`config.mk`:
```
export PLATFORM = sky130hd
export DESIGN_NAME = mask_unit_read_scheduler
export DESIGN_NICKNAME = d
export VERILOG_FILES = /design/src/rtl/mask_unit_read_pkg.sv /design/src/rtl/mask_unit_resp_collect.sv /design/src/rtl/mask_unit_read_scheduler.sv
export SDC_FILE = /design/constraint.sdc
export NUM_CORES = 1
export LEC_CHECK = 0
export ABC_AREA = 1
export BUFFER_PORTS_ARGS = -buffer_cell sky130_fd_sc_hd__buf_2
export CAP_MARGIN = 10
export CORE_MARGIN = 3
export CORE_UTILIZATION = 40
export DETAILED_ROUTE_END_ITERATION = 10
export GPL_ROUTABILITY_DRIVEN = 0
export PLACE_DENSITY = 0.67
export SYNTH_ARGS = -nofsm -noshare
export SYNTH_HDL_FRONTEND = slang
export SYNTH_SLANG_ARGS = --single-unit
```
`constraint.sdc`:
```
create_clock -name i_clock -period 5.4 [get_ports i_clock]
set_input_delay 0.81 -clock i_clock [delete_from_list [all_inputs] [get_ports i_clock]]
set_output_delay 0.81 -clock i_clock [all_outputs]
set_load 0.02 [all_outputs]
```
`src/rtl/mask_unit_read_pkg.sv`:
```
`default_nettype none
// ============================================================================
//  Module      : mask_unit_read_pkg
//  Description : Shared constants, scheduler state encoding and the per-slot
//                read request record for the mask-unit read scheduler.
//  Revision    : 1.0 - initial release
// ============================================================================
package mask_unit_read_pkg;

    localparam int NUM_SLOT = 4;   // requesters = crossbar inputs = lanes
    localparam int IDX_W    = 2;   // log2(NUM_SLOT)
    localparam int VS_W     = 5;   // vector register index width
    localparam int OFF_W    = 4;   // offset width
    localparam int DATA_W   = 32;  // read data width per slot

    typedef enum logic [2:0] {
        IDLE  = 3'd0,
        ISSUE = 3'd1,
        WAIT  = 3'd2,
        DONE  = 3'd3,
        DRAIN = 3'd4
    } state_t;

    // One crossbar request as presented by a single slot.
    typedef struct packed {
        logic [VS_W-1:0]  vs;
        logic [OFF_W-1:0] offset;
        logic [IDX_W-1:0] read_lane;
        logic [IDX_W-1:0] data_offset;
    } slot_req_t;

endpackage
`default_nettype wire

```
`src/rtl/mask_unit_resp_collect.sv`:
```
`default_nettype none
// ============================================================================
//  Module      : mask_unit_resp_collect
//  Description : Routes lane responses to slots by write index, captures data
//                for outstanding slots into the result buffer, and flags
//                stray or duplicated responses.
//  Ports       : i_clock/i_reset     clock, async active-high reset
//                i_clear             new group accepted, zero the buffer
//                i_active            scheduler busy (responses ignored in IDLE)
//                i_drain             flushed group draining: discard, no error
//                i_outstanding       slots awaiting data
//                i_resp_*            per-lane response valid/index/data
//                o_clr               slots whose data arrived this cycle
//                o_err               protocol error seen this cycle
//                o_buffer            captured data, slot i at [i*DATA_W+:DATA_W]
//  Revision    : 1.0 - initial release
// ============================================================================
module mask_unit_resp_collect
    import mask_unit_read_pkg::*;
(
    input  logic                       i_clock,
    input  logic                       i_reset,
    input  logic                       i_clear,
    input  logic                       i_active,
    input  logic                       i_drain,
    input  logic [NUM_SLOT-1:0]        i_outstanding,
    input  logic [NUM_SLOT-1:0]        i_resp_valid,
    input  logic [NUM_SLOT*IDX_W-1:0]  i_resp_write_index,
    input  logic [NUM_SLOT*DATA_W-1:0] i_resp_data,
    output logic [NUM_SLOT-1:0]        o_clr,
    output logic                       o_err,
    output logic [NUM_SLOT*DATA_W-1:0] o_buffer
);

    logic [NUM_SLOT-1:0]        w_clr;
    logic [NUM_SLOT-1:0]        w_claimed;
    logic [IDX_W-1:0]           w_slot;
    logic                       w_err;
    logic [DATA_W-1:0]          w_sel_data [NUM_SLOT];
    logic [NUM_SLOT*DATA_W-1:0] r_buffer;

    // Lanes are scanned lowest first, so on a collision the lowest lane has
    // already claimed the slot and every later lane is the one dropped.
    // A slot whose request fires this cycle is not yet outstanding, so a
    // same-cycle response to it falls into the stray-response path.
    always_comb begin
        w_clr     = '0;
        w_claimed = '0;
        w_err     = 1'b0;
        w_slot    = '0;
        for (int s = 0; s < NUM_SLOT; s++) begin
            w_sel_data[s] = '0;
        end
        if (i_active) begin
            for (int l = 0; l < NUM_SLOT; l++) begin
                if (i_resp_valid[l]) begin
                    w_slot = i_resp_write_index[l*IDX_W +: IDX_W];
                    if (w_claimed[w_slot]) begin
                        w_err = 1'b1;
                    end else begin
                        w_claimed[w_slot] = 1'b1;
                        if (i_outstanding[w_slot]) begin
                            w_clr[w_slot]      = 1'b1;
                            w_sel_data[w_slot] = i_resp_data[l*DATA_W +: DATA_W];
                        end else begin
                            w_err = 1'b1;
                        end
                    end
                end
            end
        end
    end

    always_ff @(posedge i_clock or posedge i_reset) begin
        if (i_reset) begin
            r_buffer <= '0;
        end else if (i_clear) begin
            r_buffer <= '0;
        end else begin
            for (int s = 0; s < NUM_SLOT; s++) begin
                if (w_clr[s] && !i_drain) begin
                    r_buffer[s*DATA_W +: DATA_W] <= w_sel_data[s];
                end
            end
        end
    end

    assign o_clr    = w_clr;
    assign o_err    = w_err & ~i_drain;
    assign o_buffer = r_buffer;

endmodule
`default_nettype wire

```
`src/rtl/mask_unit_read_scheduler.sv`:
```
`default_nettype none
// ============================================================================
//  Module      : mask_unit_read_scheduler
//  Description : Sequences one multi-slot register read through the 4x4
//                mask-unit read crossbar: latches a group command, retries
//                per-slot requests until accepted, collects responses by
//                write index and hands the complete group to the mask unit.
//                Flush drains in-flight responses before the next group.
//  Ports       : i_clock/i_reset        clock, async active-high reset
//                i_flush                abort current group
//                i_cmd_*/o_cmd_ready    group command handshake and fields
//                o_req_*/i_req_ready    per-slot crossbar requests
//                i_resp_*               per-lane read responses
//                o_result_*/i_result_ready  completed group handshake
//                o_error                sticky protocol error
//  Revision    : 1.0 - initial release
// ============================================================================
module mask_unit_read_scheduler
    import mask_unit_read_pkg::*;
(
    input  logic                       i_clock,
    input  logic                       i_reset,
    input  logic                       i_flush,
    input  logic                       i_cmd_valid,
    output logic                       o_cmd_ready,
    input  logic [VS_W-1:0]            i_cmd_vs,
    input  logic [OFF_W-1:0]           i_cmd_offset,
    input  logic [NUM_SLOT-1:0]        i_cmd_mask,
    input  logic [NUM_SLOT*IDX_W-1:0]  i_cmd_read_lane,
    input  logic [NUM_SLOT*IDX_W-1:0]  i_cmd_data_offset,
    output logic [NUM_SLOT-1:0]        o_req_valid,
    input  logic [NUM_SLOT-1:0]        i_req_ready,
    output logic [VS_W-1:0]            o_req_vs,
    output logic [OFF_W-1:0]           o_req_offset,
    output logic [NUM_SLOT*IDX_W-1:0]  o_req_read_lane,
    output logic [NUM_SLOT*IDX_W-1:0]  o_req_data_offset,
    input  logic [NUM_SLOT-1:0]        i_resp_valid,
    input  logic [NUM_SLOT*IDX_W-1:0]  i_resp_write_index,
    input  logic [NUM_SLOT*DATA_W-1:0] i_resp_data,
    output logic                       o_result_valid,
    input  logic                       i_result_ready,
    output logic [NUM_SLOT-1:0]        o_result_mask,
    output logic [NUM_SLOT*DATA_W-1:0] o_result_data,
    output logic                       o_error
);

    state_t              r_state;
    state_t              w_state_next;
    logic [NUM_SLOT-1:0] r_pending;      // not yet accepted by the crossbar
    logic [NUM_SLOT-1:0] r_outstanding;  // accepted, data not yet returned
    logic [NUM_SLOT-1:0] r_received;     // data captured
    logic [NUM_SLOT-1:0] r_mask;
    logic                r_error;
    slot_req_t           r_req [NUM_SLOT];

    logic [NUM_SLOT-1:0] w_pending_next;
    logic [NUM_SLOT-1:0] w_outstanding_next;
    logic [NUM_SLOT-1:0] w_received_next;
    logic [NUM_SLOT-1:0] w_fire;
    logic [NUM_SLOT-1:0] w_clr;
    logic [NUM_SLOT-1:0] w_out_after;
    logic                w_cmd_fire;
    logic                w_resp_err;

    assign o_cmd_ready    = (r_state == IDLE);
    assign w_cmd_fire     = i_cmd_valid & o_cmd_ready;
    assign o_req_valid    = (r_state == ISSUE) ? r_pending : '0;
    assign w_fire         = o_req_valid & i_req_ready;
    // Outstanding set after this cycle's responses and grants; fire and clear
    // never overlap because a slot is pending or outstanding, never both.
    assign w_out_after    = (r_outstanding & ~w_clr) | w_fire;
    assign o_result_valid = (r_state == DONE);
    assign o_result_mask  = r_mask;
    assign o_error        = r_error;
    assign o_req_vs       = r_req[0].vs;
    assign o_req_offset   = r_req[0].offset;

    generate
        for (genvar i = 0; i < NUM_SLOT; i++) begin : g_slot
            assign o_req_read_lane[i*IDX_W +: IDX_W]   = r_req[i].read_lane;
            assign o_req_data_offset[i*IDX_W +: IDX_W] = r_req[i].data_offset;
        end
    endgenerate

    mask_unit_resp_collect u_collect (
        .i_clock            (i_clock),
        .i_reset            (i_reset),
        .i_clear            (w_cmd_fire),
        .i_active           (r_state != IDLE),
        .i_drain            (r_state == DRAIN),
        .i_outstanding      (r_outstanding),
        .i_resp_valid       (i_resp_valid),
        .i_resp_write_index (i_resp_write_index),
        .i_resp_data        (i_resp_data),
        .o_clr              (w_clr),
        .o_err              (w_resp_err),
        .o_buffer           (o_result_data)
    );

    always_ff @(posedge i_clock or posedge i_reset) begin
        if (i_reset) begin
            r_state <= IDLE;
        end else begin
            r_state <= w_state_next;
        end
    end

    always_comb begin
        w_state_next       = r_state;
        w_pending_next     = r_pending;
        w_outstanding_next = w_out_after;
        w_received_next    = r_received | w_clr;
        case (r_state)
            IDLE: begin
                if (w_cmd_fire) begin
                    w_pending_next  = i_cmd_mask;
                    w_received_next = '0;
                    w_state_next    = (i_cmd_mask == '0) ? DONE : ISSUE;
                end
            end
            ISSUE: begin
                w_pending_next = r_pending & ~w_fire;
                if (w_pending_next == '0) begin
                    w_state_next = WAIT;
                end
            end
            WAIT: begin
                if ((((r_received | w_clr) & r_mask) == r_mask) && (w_out_after == '0)) begin
                    w_state_next = DONE;
                end
            end
            DONE: begin
                if (i_result_ready) begin
                    w_state_next = IDLE;
                end
            end
            DRAIN: begin
                if (w_out_after == '0) begin
                    w_state_next = IDLE;
                end
            end
            default: begin
                w_state_next = IDLE;
            end
        endcase
        // A request granted in the flush cycle will still return data, so the
        // drain decision uses the post-grant outstanding set.
        if (i_flush && (r_state != IDLE)) begin
            w_pending_next = '0;
            w_state_next   = (w_out_after != '0) ? DRAIN : IDLE;
        end
    end

    always_ff @(posedge i_clock or posedge i_reset) begin
        if (i_reset) begin
            r_pending     <= '0;
            r_outstanding <= '0;
            r_received    <= '0;
            r_mask        <= '0;
            r_error       <= 1'b0;
            for (int i = 0; i < NUM_SLOT; i++) begin
                r_req[i] <= '0;
            end
        end else begin
            r_pending     <= w_pending_next;
            r_outstanding <= w_outstanding_next;
            r_received    <= w_received_next;
            r_error       <= r_error | w_resp_err;
            if (w_cmd_fire) begin
                r_mask <= i_cmd_mask;
                for (int i = 0; i < NUM_SLOT; i++) begin
                    r_req[i] <= '{vs:          i_cmd_vs,
                                  offset:      i_cmd_offset,
                                  read_lane:   i_cmd_read_lane[i*IDX_W +: IDX_W],
                                  data_offset: i_cmd_data_offset[i*IDX_W +: IDX_W]};
                end
            end
        end
    end

endmodule
`default_nettype wire

```
* Word level (Yosys, flattened, before mapping)
Cells that the tools add are included.
** Operators by class
- Add/sub/neg operators :: 0
- Multipliers :: 0
- Divide/modulo/power cells :: 0
- Order comparisons :: 16
- Equal/unequal tests :: 10
- Shifts and indexed selects :: 0
- Muxes and demuxes :: 109
- Bitwise logic cells :: 22
- Reduce and logical (&&, ||, !) cells :: 28
** Operator list (number)
- $mux W128 :: 17
- $bwmux W128 :: 3
- $demux W32 S2 :: 4
- $mux W32 :: 8
- $and A128 B128 Y128 :: 1
- $mux W4 :: 30
- $or A4 B4 Y4 :: 7
- $mux W1 :: 25
- $mux W3 :: 7
- $and A4 B4 Y4 :: 4
- $bmux W1 S2 :: 8
- $pmux W3 S5 :: 1
- $logic_and A1 B1 Y1 :: 14
- $ge A3 B3 Y1 const B :: 4
- $logic_not A4 Y1 :: 3
- $lt A2 B3 Y1 const B :: 4
- $lt A3 B1 Y1 const B :: 4
- $not A2 Y3 :: 4
- $ne A3 B1 Y1 const B :: 3
- $demux W1 S2 :: 4
- $ge A2 B1 Y1 const B :: 4
- $not A4 Y4 :: 2
- $pmux W4 S2 :: 1
- $reduce_bool A2 Y1 :: 4
- 15 further kinds :: 19
** Storage, ports and cells
- Bits in registers :: 173
- Latch bits :: 0
- Memory bits (writable) :: 0
- Bits in read-only memories :: 0
- Input bits :: 178
- Output and inout port bits :: 164
- Word-level logic and storage cells :: 205
- Memories kept :: 0

* Longest topological paths before layout
Gate-level depths: netlist of run 1.
- Depth after elaboration :: 31
- Depth in mapped cells :: 20
- Gate-level depth less buffers :: 20

* Hierarchy
A second synthesis of run 1 with hierarchy kept.
** Second synthesis, totals
- Cells, all modules :: 2152
- Area total of the unflattened synthesis :: 13066.3 um^2
** By module, submodules not included
- mask_unit_resp_collect :: instances 1, cells each 1907, area each 11013.1 um^2, sequential area each 3203.1 um^2
- mask_unit_read_scheduler :: instances 1, cells each 245, area each 2053.2 um^2, sequential area each 1126.1 um^2

* Worst setup path after synthesis of run 1
Ideal clock, no wire load.
- Path type :: input-to-reg
- From :: input i_resp_write_index[4]
- To :: register u_collect.r_buffer[79], in the netlist u_collect.o_buffer[79]
- Setup time :: 132 ps
- Data arrival time :: 2345 ps
- Required time :: 5268 ps
- Slack :: 2923 ps
- Cell stages on the path :: 16
- Buffers on the path :: 3
- Cell sequence :: buf_2 nand2_1 inv_2 a22oi_4 and2_4 nand3_4 nand2_1 inv_1 nand2_1 nand2_2 nor2_2 nor2_2 buf_6 buf_4 nand2_1 o21ai_1
** Between the ends
- Cells in the longest elaborated chain, start to end :: 17
- Elaborated cells between the ends (all ways) :: 45
- Classes of those cells :: 4 x order compare; 33 x mux; 4 x bitwise; 4 x reduce/logical
** Ends and longest elaborated chain
- start, declared :: RTL line mask_unit_read_scheduler.sv:38 : input logic [NUM_SLOT*IDX_W-1:0] i_resp_write_index,
- $not A2 Y3 (implied by the code) :: RTL line mask_unit_resp_collect.sv:64 : w_sel_data[w_slot] = i_resp_data[l*DATA_W +: DATA_W];
- $ge A3 B3 Y1 (implied by the code) / $lt A3 B1 Y1 (equally long branches) :: RTL line mask_unit_resp_collect.sv:64
- $logic_and A1 B1 Y1 (implied by the code) :: RTL line mask_unit_resp_collect.sv:64
- $mux W32 (implied by the code) :: RTL line mask_unit_resp_collect.sv:64
- $demux W32 S2 :: RTL line mask_unit_resp_collect.sv:64
- $bwmux W128 :: RTL line mask_unit_resp_collect.sv:64
- $mux W128 :: RTL line mask_unit_resp_collect.sv:62 : if (i_outstanding[w_slot]) begin
- $mux W128 :: RTL line mask_unit_resp_collect.sv:58 : if (w_claimed[w_slot]) begin
- $mux W128 :: RTL line mask_unit_resp_collect.sv:56 : if (i_resp_valid[l]) begin
- $mux W128 :: RTL line mask_unit_resp_collect.sv:54 : if (i_active) begin
- $bwmux W128 :: RTL line mask_unit_resp_collect.sv:64
- $mux W128 :: RTL line mask_unit_resp_collect.sv:62
- $mux W128 :: RTL line mask_unit_resp_collect.sv:58
- $mux W128 :: RTL line mask_unit_resp_collect.sv:56
- $mux W128 :: RTL line mask_unit_resp_collect.sv:54
- $mux W32 :: RTL line mask_unit_resp_collect.sv:81 : if (w_clr[s] && !i_drain) begin
- $mux W128 :: RTL line mask_unit_resp_collect.sv:77 : end else if (i_clear) begin
- end signal, assigned by index :: RTL line mask_unit_resp_collect.sv:82 : r_buffer[s*DATA_W +: DATA_W] <= w_sel_data[s];
- end, declared :: RTL line mask_unit_resp_collect.sv:40 : logic [NUM_SLOT*DATA_W-1:0] r_buffer;
Several ways; a longest one is shown, not always the timed one. The select of a mux whose other input is x is not followed.
A chain may end at the register's enable or synchronous reset.

* Final worst setup path of run 1
- From :: input i_resp_write_index[2]
- To :: register u_collect.r_buffer[10], in the netlist u_collect.o_buffer[10]
** Between the ends
- Cells in the longest elaborated chain, start to end :: 22
- Elaborated cells between the ends (all ways) :: 61
- Classes of those cells :: 4 x order compare; 47 x mux; 6 x bitwise; 4 x reduce/logical
** Ends and longest elaborated chain
- branches (longest 22 deep; another with $lt A2 B3 Y1)
Several ways; the timed one is not identified. The select of a mux whose other input is x is not followed.

==> results of run 1 <==
[where the power goes]
part           leakage (nW)  total (mW)  switching, mW  internal, mW
registers              2.28        2.10          0.313          1.79
logic                  4.94        2.94           2.09         0.847
clock network         0.276        1.24          0.621         0.616
[cells in the final DEF, fill, tap and decap left out, types with 4 or more instances in the layout]
cell type / count
sky130_fd_sc_hd__a21oi_1: 101
sky130_fd_sc_hd__a31oi_1: 6
sky130_fd_sc_hd__buf_2: 341
sky130_fd_sc_hd__buf_4: 19
sky130_fd_sc_hd__clkbuf_16: 17
sky130_fd_sc_hd__clkinv_4: 4
sky130_fd_sc_hd__dfrtp_1: 173
sky130_fd_sc_hd__diode_2: 26
sky130_fd_sc_hd__inv_1: 72
sky130_fd_sc_hd__inv_2: 12
sky130_fd_sc_hd__inv_8: 4
sky130_fd_sc_hd__nand2_1: 494
sky130_fd_sc_hd__nand2_2: 9
sky130_fd_sc_hd__nand3_1: 98
sky130_fd_sc_hd__nand3_2: 6
sky130_fd_sc_hd__nand4_1: 10
sky130_fd_sc_hd__nor2_1: 112
sky130_fd_sc_hd__nor2_4: 5
sky130_fd_sc_hd__nor3_1: 4
sky130_fd_sc_hd__o2111ai_1: 39
sky130_fd_sc_hd__o211ai_1: 29
sky130_fd_sc_hd__o21ai_0: 303
sky130_fd_sc_hd__o21ai_1: 54
sky130_fd_sc_hd__or2_2: 17
[how the worst max path moves through the flow]
stage,from,to,slack [ps],depth (start not counted)
floorplan,i_reset,o_error,2380,1
global placement,i_resp_write_index[2],u_collect.o_buffer[16],1540,13
detailed placement,i_resp_write_index[1],u_collect.o_buffer[123],1460,17
CTS,i_resp_write_index[1],u_collect.o_buffer[100],1920,17
global route,i_resp_write_index[2],u_collect.o_buffer[97],1540,16
finish,i_resp_write_index[2],u_collect.o_buffer[10],1840,13
[state kept, by name, indices dropped and copies added, names as in the netlist]
name and cells:
u_collect.o_buffer 128, o_error 1, o_req_read_lane 8, o_req_offset 4, r_pending 4, r_received 4, r_outstanding 4, r_state 3
o_req_data_offset 8, o_result_mask 4, o_req_vs 5
[per-layer routing]
| layer | wire (um) | share of wire [%] | track usage [%] | up-vias |
|---|---|---|---|---|
| met4 | 2180 | 4.7 | 13.6 | 4 |
| met3 | 5670 | 12 | 8.04 | 129 |
| met1 | 20100 | 43 | 43.0 | 5929 |
| met2 | 18600 | 40 | 40.0 | 844 |
| li1 | - | - | - | 6308 |
| met5 | 33 | 0.071 | 0 | - |
[worst register-to-register path, cell delays in order, from the launching register on]
cell                        delay, ps
sky130_fd_sc_hd__dfrtp_1          430
sky130_fd_sc_hd__nor2_1           290
sky130_fd_sc_hd__inv_2            110
sky130_fd_sc_hd__nor2_4           520
sky130_fd_sc_hd__inv_2             90
sky130_fd_sc_hd__buf_4            410
sky130_fd_sc_hd__nand2_2          280
sky130_fd_sc_hd__nor2_2           100
sky130_fd_sc_hd__nor2_4           320
sky130_fd_sc_hd__buf_4            370
sky130_fd_sc_hd__inv_2            180
sky130_fd_sc_hd__o2111ai_1        170
sky130_fd_sc_hd__nand2_1           90
[kinds of logic (layout without fill, tap and decap cells)]
logic type	Yosys count	in the layout	share of synthesized area, %
buffers and inverters	210	478	7.57
DFF	173	173	37.8
other	0	26	0
and+or+nand+nor	769	769	28.3
AOI/OAI and AO/OA	547	547	26.4
[stage by stage]
step	hold WS (ps)	worst slack (ps)
2_1_floorplan	462	2380
3_3_place_gp	452	1540
3_5_place_dp	454	1460
4_1_cts	473	1920
5_1_grt	499	1540
6_report	468	1840
[layout make-up]
type / instances / area (um2) / share of cell area (%)
diodes: 26 / 65.1 / 0.467
multi-input cells: 1316 / 6300 / 45.2
well taps: 378 / 473 / 3.39
inverters: 86 / 327 / 2.34
clock buffers: 17 / 425 / 3.05
repair buffers: 361 / 1870 / 13.4
clock inverters: 14 / 153 / 1.09
flip-flops and latches: 173 / 4330 / 31.0
==> reports/results.md, run 1 <==
- completed — status
- 26 — antenna violations before repair
- 100% — Post-synth ARST share
- 173 — flip-flop and latch count after synthesis
- 23.1% — proportion of layout cells with a drive suffix above 1
- sky130_fd_sc_hd__nand2_1 — most common cell in the netlist
- 3930 ps — Crit path arrival time
- 0 — pins over their slew limit
- 70.8 mm — first-pass GRT wire length
- yes — TritonCTS clock tree
- 2,864 — Fillers
- 342 — total I/O pin count
- sky130_fd_sc_hd__clkbuf_16 — root cell of the clock tree
- 40.9% — initial standard-cell utilization of the core
- 11,842 — via count of the first global-routing pass
- 18.6 ps — Worst Skew
- 30,700 um2 — die area
- 5.57 — number of vias per cell after detailed routing
- 7.49 nW — P_leak
- 450 nW/um2 — power per cell area
- 24.5% — worst slew margin relative to its limit
- 0.233 mV — worst vdd rail ir drop
- 12 — logic depth of the worst register-to-register path
- 1,877 — net count after synthesis
- 29.4% — global routing usage summed across all routing layers
- in -> reg — category of the critical setup timing path
- 4 — CTS H-tree depth
- 281 MHz — fmax
- 580 ps — worst stage delay on the critical path
- input pin — startpoint types
- 21.7% — area overhead of the layout relative to synthesis
- 2,314 — placed cell count
- 37.8% — share of the synthesized area in the top cell type
- sky130_fd_sc_hd__dfrtp_1 — cell taking the most area after synthesis
- 13,214 — routed vias
- 28,000 um2 — floorplan core area
- 62 — Worst Path Max Fanout
- 0 ps — final setup TNS
- 19.7 um — average routed wire per standard cell
- 34.2 mm — dpl hpwl
- buf_2 -> nand2_1 -> o21ai_1 -> a21oi_1 -> nor2_1 -> nor2_4 -> nand3b_4 -> nand2_2 -> nand2_2 -> buf_4 -> nand2_2 -> o2111ai_1 -> nand2_1 — cell-by-cell listing of the critical path
- reg -> reg — hold crit path type
- 174 — largest net degree at the start of global routing
- 2,133 — fin nets
- no — unrepaired setup endpoints after global routing
- sky130_fd_sc_hd__nand2_2 — slowest cell on the critical path
- o_req_read_lane[5] — startpoint of the worst hold path
- 49.8% — share of the core filled with cells
- o_req_read_lane[5] — Worst Hold Endpoint
- 0 — Setup Viol. Count Final
- 13,300 um2 — Post-Place Cell Area
- 39 — library cells used by synthesis
- 0 — number of hold buffers added after CTS
- 3560 ps — time the final worst path needs with I/O delays and setup
- 0 — yosys warns
- 0 — Post-synth EDFFs
- 6.28 mW — sum of internal, switching and leakage power
- 175 um — die boundary width
- 6.74 um2 — average cell area after synthesis
- 1,823 — iteration-0 DRC count of the detailed router
- 2 — instance count along the most critical hold path
- 5770 ps — required time of the critical path
- 0 — aggregate global routing overflow
- sky130_fd_sc_hd__nand2_2 — cell occurring most often along the worst timing path
- simple AND/OR/NAND/NOR gates — CP delay by family, top
- 0 — Setup Buffers After CTS
- 37.8% — register area share after synthesis
- sky130_fd_sc_hd__dfrtp_1 — top flip-flop cell by instance count after synthesis
- 1,699 — number of instances in the synthesized netlist
- 11,500 um2 — post-synthesis instance area
- 341 — buffers added on ports
- 0 — Remaining DRCs
- sky130_fd_sc_hd__dfrtp_1 (38%), sky130_fd_sc_hd__nand2_1 (16%), sky130_fd_sc_hd__o21ai_0 (13%) — ranking of synthesized cells by area
- 173 — CTS sink count
- 0 — reported max-cap violation count
- 440 ps — Clock Latency Late Sink
- u_collect.o_buffer[56] — reg-to-reg endpoint
- sky130_fd_sc_hd__nand2_1 (494), sky130_fd_sc_hd__o21ai_0 (303), sky130_fd_sc_hd__dfrtp_1 (173), sky130_fd_sc_hd__nor2_1 (113) — synth cell count leaders
- 80 ps — clock-pin slew reported for the worst setup and hold paths after clock tree synthesis
- 2 — sum of buffers and inverters on the critical path
- 2 — Max Buffers Root-to-Sink
- 65.9% — share of the clock period used by the worst path after layout
- 0 — CTS-repair resized insts
- 175 um — vertical extent of the die
- r_state[0] — reg2reg start
- 17 — CTS Buf Count
- 0 — antenna-violating nets left
- 0 — endpoints failing hold
- 61 — FP Rows
- 46.6 mm — wire length after detailed routing
- flip-flop — capturing element type of the critical path
- 13,900 um2 — final design instance area without fill
- 6 — Pre-antenna DRT Iters
- 1910 ps — setup slack on the worst flop-to-flop path
- 2,371 — number of standard cells in the final layout excluding fillers
- 1130 ps — measured slew at the worst slew-check pin
Note: power is estimated with default switching activity, not from simulation.
==> inputs of run 2 (changes only) <==
PLACE_DENSITY = default   (was 0.67)
clock period = 3.4 ns   (was 5.4 ns; I/O delays follow)
==> run 2 against run 1 <==
  * Worst setup slack lost 1100 ps
  * Non-clock buffer count grew 16
  * Routed wire length up 4.1%
  * Critical endpoint is now u_collect.o_buffer[47]
  * Clock skew shrank 1.1 ps
  * Global-route usage is 1.4 points higher
  * Critical path depth up 3
  * Worst hold slack lost 250 ps
==> reports/results.md, run 2 (synthesis results as in run 1) <==
- 2,149 — fin nets
- 36.2 mm — dpl hpwl
- sky130_fd_sc_hd__clkbuf_16 — root cell of the clock tree
- 28,000 um2 — floorplan core area
- 2,927 — Fillers
- 0 — reported max-cap violation count
- 7.64 nW — P_leak
- 490 ps — worst stage delay on the critical path
- 0 — Setup Buffers After CTS
- 50.7% — share of the core filled with cells
- 3740 ps — required time of the critical path
- 10.3 mW — sum of internal, switching and leakage power
- sky130_fd_sc_hd__nand2_1 (494), sky130_fd_sc_hd__buf_2 (341), sky130_fd_sc_hd__o21ai_0 (303) — most used cells in the layout excluding fill and tap cells
- 61 — FP Rows
- 17 — CTS Buf Count
- 40.9% — initial standard-cell utilization of the core
- 32.4% — proportion of power drawn by flip-flops and latches
- 20.3 um — average routed wire per standard cell
- 5.61 — number of vias per cell after detailed routing
- 0 — CTS-repair resized insts
- in -> async — hold crit path type
- sky130_fd_sc_hd__nand2_1 — cell occurring most often along the worst timing path
- 3010 ps — Crit path arrival time
- 17.5 ps — Worst Skew
- 646 ps — dpl ws
- 20.9% — share of power burned in the clock network
- sky130_fd_sc_hd__nand2_1 — most common cell after layout, fill and taps aside
- 30.8% — global routing usage summed across all routing layers
- 4.90 mW — NetSw
- no — unrepaired setup endpoints after global routing
- 128 — Largest register FFs
- 23.9% — area overhead of the layout relative to synthesis
- 342 — total I/O pin count
- 23.8% — proportion of layout cells with a drive suffix above 1
- 47.6% — switching power share of the total
- 4330 um2 — storage element area
- 78.4% — share of the clock period used by the worst path after layout
- 6300 um2 — area of the multi-input gates
- 0 — aggregate global routing overflow
- 2 — Max Buffers Root-to-Sink
- 13,381 — routed vias
- 735 ps — min setup slack post-route
- 41.3% — worst slew margin relative to its limit
- yes — TritonCTS clock tree
- 90 ps — clock-pin slew reported for the worst setup and hold paths after clock tree synthesis
- 0 — number of hold buffers added after CTS
- completed — status
- 341 — buffers added on ports
- flip-flop — capturing element type of the critical path
- 213 ps — minimum hold slack
- 4 — CTS H-tree depth
- 173 — CTS sink count
- 16 — logic depth of the worst register-to-register path
- reg -> reg — category of the critical setup timing path
- 0 — Remaining DRCs
- 11,822 — via count of the first global-routing pass
- 1,809 — iteration-0 DRC count of the detailed router
- 48.5 mm — wire length after detailed routing
- 725 nW/um2 — power per cell area
- 5.39 mW — Internal
- 30,700 um2 — die area
- 0.376 mV — worst vdd rail ir drop
- 0 — pins over their slew limit
- 46.6% — combinational group share of total power
- sky130_fd_sc_hd__nor2_4 — slowest cell on the critical path
- 175 um — die boundary width
- 26 — antenna violations before repair
- 2670 ps — time the final worst path needs with I/O delays and setup
- 79 — largest net degree at the start of global routing
- 0 — Setup Viol. Count Final
- 7 — Pre-antenna DRT Iters
- 375 MHz — fmax
- 175 um — vertical extent of the die
- 28 — Worst Path Max Fanout
- 73.3 mm — first-pass GRT wire length
- 0 — endpoints failing hold
- flip-flop — startpoint types
- 879 ps — measured slew at the worst slew-check pin
- 0 — antenna-violating nets left
- 450 ps — Clock Latency Late Sink
- inv_1 -> nand2_1 -> nand2_1 -> nand2_1 -> nand2_1 -> inv_2 -> a31oi_1 -> nand2_1 -> inv_1 -> nand2_1 -> nand2_2 -> nor2_2 -> nor2_4 -> buf_4 -> nand2_1 -> o21ai_0 — cell-by-cell listing of the critical path
- 0 ps — final setup TNS
## run 2: area by class of cell
class                           count  area share, %
Clock inverter                     15           1.52
Inverter                           86           2.30
Sequential cell                   173           30.5
Clock buffer                       17           3.00
Multi-Input combinational cell   1316           44.4
Tap cell                          378           3.33
Timing Repair Buffer              377           14.5
Antenna cell                       24          0.423
## run 2: metal layers
metal	global-route usage, %	vias to the layer above	wire, um
met5	0	-	31
met4	10.9	4	1640
met3	8.34	98	5930
li1	-	6327	-
met1	46.0	6144	20900
met2	42.6	808	20000
## run 2: final timing paths
path	from	endpoint	slack [ps]
setup / recovery	r_outstanding[1]	u_collect.o_buffer[47]	730
hold / removal	i_reset	o_result_mask[2]	210
setup reg to reg	r_outstanding[1]	u_collect.o_buffer[47]	730
hold reg to reg	o_req_read_lane[6]	o_req_read_lane[6]	470
max in group asynchronous	i_reset	u_collect.o_buffer[63]	2370
min in group i_clock	i_cmd_data_offset[6]	o_req_data_offset[6]	260
## run 2: power by group through the flow
stage	clock network, mW	registers, mW	logic, mW
6_report	2.15	3.34	4.80
5_1_grt	2.27	3.43	5.27
4_1_cts	2.19	3.34	4.79
3_5_place_dp	0	3.36	4.78
3_3_place_gp	0	3.36	4.73
2_1_floorplan	0	4.16	2.19
## run 2: critical path, delay by kind of cell, from the launching register on
kind | cells | cell delay (ps)
AO/OA/AOI/OAI | 2 | 250
buffers and inverters | 4 | 670
flip-flops | 1 | 430
AND/OR/NAND/NOR | 10 | 1210
## run 2: per-stage QoR
step / area (um2) / instances
2_1_floorplan: 11500 / 1699
3_3_place_gp: 13500 / 2330
3_5_place_dp: 13500 / 2330
4_1_cts: 14100 / 2362
5_1_grt: 14200 / 2386
6_report: 14200 / 2386
